## config.mk

```make
export PLATFORM = sky130hd
export DESIGN_NAME = flag_xfer_sched
export DESIGN_NICKNAME = d
export VERILOG_FILES = /design/src/rtl/flag_xfer_sched.sv
export SDC_FILE = /design/constraint.sdc
export NUM_CORES = 1
export LEC_CHECK = 0
export CELL_PAD_IN_SITES_DETAIL_PLACEMENT = 1
export CELL_PAD_IN_SITES_GLOBAL_PLACEMENT = 2
export CORE_ASPECT_RATIO = 1.75
export CORE_MARGIN = 2
export CORE_UTILIZATION = 35
export DETAILED_ROUTE_END_ITERATION = 12
export GPL_ROUTABILITY_DRIVEN = 0
export PLACE_DENSITY = 0.83
export SETUP_SLACK_MARGIN = 0.15
export SKIP_LAST_GASP = 1
export SYNTH_ARGS = -nofsm -noshare
export SYNTH_HDL_FRONTEND = slang
export SYNTH_SLANG_ARGS = --single-unit
```

## constraint.sdc

```tcl
create_clock -name clkA -period 5.62 [get_ports clkA]
set_clock_uncertainty 0.2 [all_clocks]
set_input_delay 0.562 -clock clkA [delete_from_list [all_inputs] [get_ports clkA]]
set_output_delay 0.562 -clock clkA [all_outputs]
set_load 0.02 [all_outputs]
```

## src/rtl/flag_xfer_sched.sv

```systemverilog
// flag_xfer_sched
//
// Shares one toggle-synchronizer flag channel among NREQ requesters in the clkA
// domain. Single-cycle request pulses are collected in a pending register, one is
// picked round-robin, and a one-cycle flag pulse plus a stable requester ID are
// sent toward the crossing. A guard gap then keeps consecutive pulses far enough
// apart for the receive side to resolve them.
//
// Build option: define FLAG_XFER_SCHED_ACK_EN to compile in the WAIT_ACK state,
// the ack latch and the ack timeout counter. Without it Ack_clkA is ignored,
// Timeout_clkA stays 0 and ISSUE goes straight to GAP.
//
// Ports:
//   clkA          sole clock
//   rstA_n        asynchronous active-low reset
//   Req_clkA      per-requester single-cycle request pulses
//   Ack_clkA      return-flag pulse, already synchronized into clkA
//   FlagOut_clkA  one-cycle pulse into the flag crossing
//   Id_clkA       index of the last granted requester, held between pulses
//   Grant_clkA    one-hot grant pulse, coincident with FlagOut_clkA
//   Busy_clkA     high whenever the scheduler is not idle
//   Overrun_clkA  pulse per requester whose request was coalesced
//   Timeout_clkA  pulse when the ack wait expired

module flag_xfer_sched #(
    parameter int unsigned NREQ    = 4,
    parameter int unsigned IDW     = 2,
    parameter int unsigned GAP     = 4,
    parameter int unsigned TIMEOUT = 255
) (
    input  logic            clkA,
    input  logic            rstA_n,
    input  logic [NREQ-1:0] Req_clkA,
    input  logic            Ack_clkA,
    output logic            FlagOut_clkA,
    output logic [IDW-1:0]  Id_clkA,
    output logic [NREQ-1:0] Grant_clkA,
    output logic            Busy_clkA,
    output logic [NREQ-1:0] Overrun_clkA,
    output logic            Timeout_clkA
);

`ifdef FLAG_XFER_SCHED_ACK_EN
    localparam int unsigned CntMax = (TIMEOUT > GAP) ? TIMEOUT : GAP;
`else
    localparam int unsigned CntMax = GAP;
`endif
    // The counter only ever holds values up to CntMax-1.
    localparam int unsigned CW = (CntMax > 1) ? $clog2(CntMax) : 1;

    typedef enum logic [1:0] {
        StIdle,
        StIssue,
        StWaitAck,
        StGap
    } state_e;

    state_e          state;
    logic [NREQ-1:0] pend;
    logic [IDW-1:0]  ptr;
    logic [CW-1:0]   cnt;

`ifdef FLAG_XFER_SCHED_ACK_EN
    logic            ackLatch;
`else
    logic            unusedNoAck;
    assign unusedNoAck = Ack_clkA | (TIMEOUT == 0);
`endif

    logic            anyPend;
    logic [IDW-1:0]  pickIdx;
    logic [IDW-1:0]  nextPtr;
    logic [NREQ-1:0] clrMask;
    logic [NREQ-1:0] pendNext;
    logic [NREQ-1:0] overrunNext;
    logic            startIssue;

    assign anyPend = |pend;

    // Round-robin pick: the lowest pending index overall is the wrap-around
    // fallback, overridden by the lowest pending index at or after ptr.
    always_comb begin
        pickIdx = '0;
        for (int i = int'(NREQ) - 1; i >= 0; i--) begin
            if (pend[i]) begin
                pickIdx = IDW'(i);
            end
        end
        for (int i = int'(NREQ) - 1; i >= 0; i--) begin
            if (pend[i] && (IDW'(i) >= ptr)) begin
                pickIdx = IDW'(i);
            end
        end
    end

    assign nextPtr = (pickIdx == IDW'(NREQ - 1)) ? '0 : pickIdx + 1'b1;

    // The granted bit is cleared on the edge that leaves ISSUE; a new request
    // on that same edge wins, so it is served again later.
    assign clrMask     = (state == StIssue) ? Grant_clkA : '0;
    assign pendNext    = (pend & ~clrMask) | Req_clkA;
    assign overrunNext = Req_clkA & pend & ~clrMask;

    // The grant decision is taken from the registered pend on the way into ISSUE.
    assign startIssue = anyPend &&
                        ((state == StIdle) || ((state == StGap) && (cnt == '0)));

    always_ff @(posedge clkA or negedge rstA_n) begin
        if (!rstA_n) begin
            state        <= StIdle;
            pend         <= '0;
            ptr          <= '0;
            cnt          <= '0;
            FlagOut_clkA <= 1'b0;
            Id_clkA      <= '0;
            Grant_clkA   <= '0;
            Busy_clkA    <= 1'b0;
            Overrun_clkA <= '0;
            Timeout_clkA <= 1'b0;
`ifdef FLAG_XFER_SCHED_ACK_EN
            ackLatch     <= 1'b0;
`endif
        end else begin
            pend         <= pendNext;
            Overrun_clkA <= overrunNext;
            FlagOut_clkA <= 1'b0;
            Grant_clkA   <= '0;
            Timeout_clkA <= 1'b0;
`ifdef FLAG_XFER_SCHED_ACK_EN
            ackLatch     <= 1'b0;
`endif

            unique case (state)
                StIdle: begin
                    // Leaving IDLE is handled by startIssue below.
                end
                StIssue: begin
`ifdef FLAG_XFER_SCHED_ACK_EN
                    // An ack already here is held so WAIT_ACK exits after one cycle.
                    ackLatch <= Ack_clkA;
                    cnt      <= '0;
                    state    <= StWaitAck;
`else
                    cnt      <= CW'(GAP - 1);
                    state    <= StGap;
`endif
                end
                StWaitAck: begin
`ifdef FLAG_XFER_SCHED_ACK_EN
                    if (Ack_clkA || ackLatch) begin
                        cnt   <= CW'(GAP - 1);
                        state <= StGap;
                    end else if (cnt == CW'(TIMEOUT - 1)) begin
                        Timeout_clkA <= 1'b1;
                        cnt          <= CW'(GAP - 1);
                        state        <= StGap;
                    end else begin
                        cnt <= cnt + 1'b1;
                    end
`else
                    state <= StIdle;
`endif
                end
                StGap: begin
                    if (cnt != '0) begin
                        cnt <= cnt - 1'b1;
                    end else if (!anyPend) begin
                        state     <= StIdle;
                        Busy_clkA <= 1'b0;
                    end
                end
                default: begin
                    state <= StIdle;
                end
            endcase

            if (startIssue) begin
                state        <= StIssue;
                FlagOut_clkA <= 1'b1;
                Grant_clkA   <= NREQ'(1) << pickIdx;
                Id_clkA      <= pickIdx;
                ptr          <= nextPtr;
                Busy_clkA    <= 1'b1;
            end
        end
    end

endmodule

```

==> flow_summary.yaml <==
status:
  status: "complete, no violations"
critical_path:
  cpMaxStageDelayCell: "dfrtp_1"
  cp_top_family: "flip-flops"
  arrival_ns: 2.00
  endpoint_kind: "flop"
  critPathKind: "flop to flop"
  reg2reg_from: "pend[3]"
  cp_cell_sequence: "or2b_1 -> a21boi_1 -> or3_1 -> ha_1 -> mux2_1"
  required_ns: 5.57
  cp-start-kind: "flop"
  slowest_delay_ns: 0.47
  startpoint: "pend[3]"
  cp_num_buf_inv: 0
  worstPathMaxFanout: 8
final_layout:
  antenna_cells: 0
  drive_gt1_share_pct: 8.65
  final.fill_count: 305
  design_area_sq_um: 1240
  layout.cells.non_filler: 131
  nets: 118
  areaGrowthSynthToFinish_pct: 22.4
timing:
  max_slew.worst_pin.slew_ns: 1.02
  slew_viol_final: 0
  layout_min_cycle_time_ns: 2.05
  tns_ns: 0
  relSlewSlack_pct: 32.0
  rsz0062_at_grt: "false"
  setup_viol: 0
  fmax_ghz: 0.488
  fin_crit_sh_pct: 36.5
  whs_ns: 0.329
  finalHoldViolCount: 0
floorplan:
  start_util_pct: 37.1
  coreArea_sq_um: 2720
  dieHeight_microns: 75.1
  die_area_sq_um: 3350
  rows: 25
  io_pins: 20
  die_w_microns: 44.6
clocking:
  cts_resized: 0
  clk_pin_slew_worst_paths_ns: 0.07
  post-cts-setup-buffer-count: 0
  clock_path_buffers: 2
  cts_made_buffers: 3
  cts-htree-levels: 1
  postCtsHoldBufs: 0
  cts_num_sinks: 22
  cts_tree: "yes"
  clock_latency_ns: 0.26
  cts_root_buffer: "clkbuf_8"
power_and_ir_drop:
  leakagePower_uw: 0.000517
  power_density_nw_per_um2: 466
  irDropWorstVdd_v: 0.000263
  p_total_uw: 576
detailed_routing:
  routed_wl_mm: 2.07
  avgRoutedWirePerCell_microns: 15.8
  vias: 712
  routed_via_density: 5.44
  drc: 0
  dr.pass1.iters: 4
  drt_iter0_markers: 8
  ant_nets: 0
synth:
  yosysUniqueCellTypes: 33
  yosys_most_used_dff: "dfrtp_1"
  async_reset_ff_share_pct: 100
  synth_top_cells_by_area: "dfrtp_1 (55%), ha_1 (6.2%), a21o_1 (3.7%), nand2_1 (2.6%), and2_1 (2.5%)"
  ys_seq_area_share_pct: 54.5
  syn_nets: 98
  ys_top_cells_by_count: "dfrtp_1 (22), nand2_1 (7), a21o_1 (5), ha_1 (5)"
  syn_area_per_cell_sq_um: 11.7
  synth_seq_cells: 22
  yosysMostFrequentCell: "dfrtp_1"
  synth_top_area_cell: "dfrtp_1"
  synth_edf_count: 0
  syn_area_sq_um: 1010
  synth_top_cell_area_share_pct: 54.5
  synthCells: 86
  yosysWarnings: 0
place:
  place_area_sq_um: 1190
  portBuffers: 17
  dp.cells: 128
  hpwlAfterDp_mm: 1.54
min_path:
  hp-start: "Id_clkA[0]"
  hp-class: "flop to flop"
global_route:
  antenna_found_initial: 0
  grtUsageTotal_pct: 14.6
  grt_pass1_vias: 805
  grt_pass1_wl_mm: 3.59
  grt_overflow_total: 0
  grt_max_degree: 23
flow_run:
  cap_violations: 0
## through the flow
step	worst slack, ns	utilization [%]
final	3.57	45.4
after global routing	3.45	45.4
after CTS	3.55	45.4
after detailed placement	3.56	43.9
after global placement	3.59	43.9
after floorplan	3.75	-
## cell usage in the layout (no fill, tap or decap), types with 2 or more instances in the layout
cell	Yosys	routed
nand2b_1	4	4
clkbuf_8	0	3
and2_1	4	4
nor3_1	2	2
or3_1	2	2
ha_1	5	5
a21o_1	5	5
a21oi_1	3	3
o32ai_1	2	2
and3_1	4	4
inv_1	4	4
a31oi_1	2	2
clkdlybuf4s50_1	0	17
dfrtp_1	22	22
nand2_1	7	7
## layer usage
layer / GRT usage (%) / vias up / share of wire, %
met5: 0 / - / 0
met4: 8.08 / 0 / 2.2
met3: 2.64 / 5 / 1.8
met2: 25.0 / 9 / 56
met1: 16.6 / 364 / 40
li1: - / 334 / -
## where the power goes
part / total [uW] / internal [uW] / switching, uW
logic: 242 / 116 / 126
registers: 238 / 202 / 35.8
clock network: 96.5 / 47.8 / 48.7
## area by class of cell
| cell class | count | area (sq um) | share of cell area, % |
|---|---|---|---|
| multi-input cells | 58 | 425 | 34.4 |
| inverters | 4 | 15.0 | 1.21 |
| well taps | 27 | 33.8 | 2.73 |
| clock buffers | 3 | 41.3 | 3.34 |
| flip-flops and latches | 22 | 551 | 44.5 |
| repair buffers | 17 | 170 | 13.8 |
## path summary, 6_finish.rpt
kind / to / slack [ns] / depth (start not counted)
max in group asynchronous: Id_clkA[0] / 3.95 / 1
worst max-delay path: ptr[1] / 3.57 / 5
worst min register to register: Id_clkA[0] / 0.33 / 2
worst min-delay path: Id_clkA[0] / 0.33 / 2
min in group asynchronous: Overrun_clkA[0] / 0.65 / 1
worst max register to register: ptr[1] / 3.57 / 5
## kinds of logic after synthesis
kind of cell    Yosys count  synth area share (%)
compound gates           16                  11.8
fa+ha+maj                 5                  6.20
buf+inv                   6                  3.35
flops                    22                  54.5
mux                       2                  2.23
other cells               1                 0.371
simple gates             34                  21.6
## state kept, by name, indices dropped and copies added, names as in the netlist
register / flops
pend: 4
cnt: 2
ptr: 2
FlagOut_clkA: 1
Overrun_clkA: 4
Grant_clkA: 4
state: 2
Id_clkA: 2
Busy_clkA: 1
## worst min-delay path: cells and delay by family, from the launching register on
family                 cells  cell delay, ns
AOI/OAI and AO/OA          1            0.05
buffers and inverters      1            0.06
DFF                        1            0.38
No activity file was read; power rests on OpenSTA's default activity.
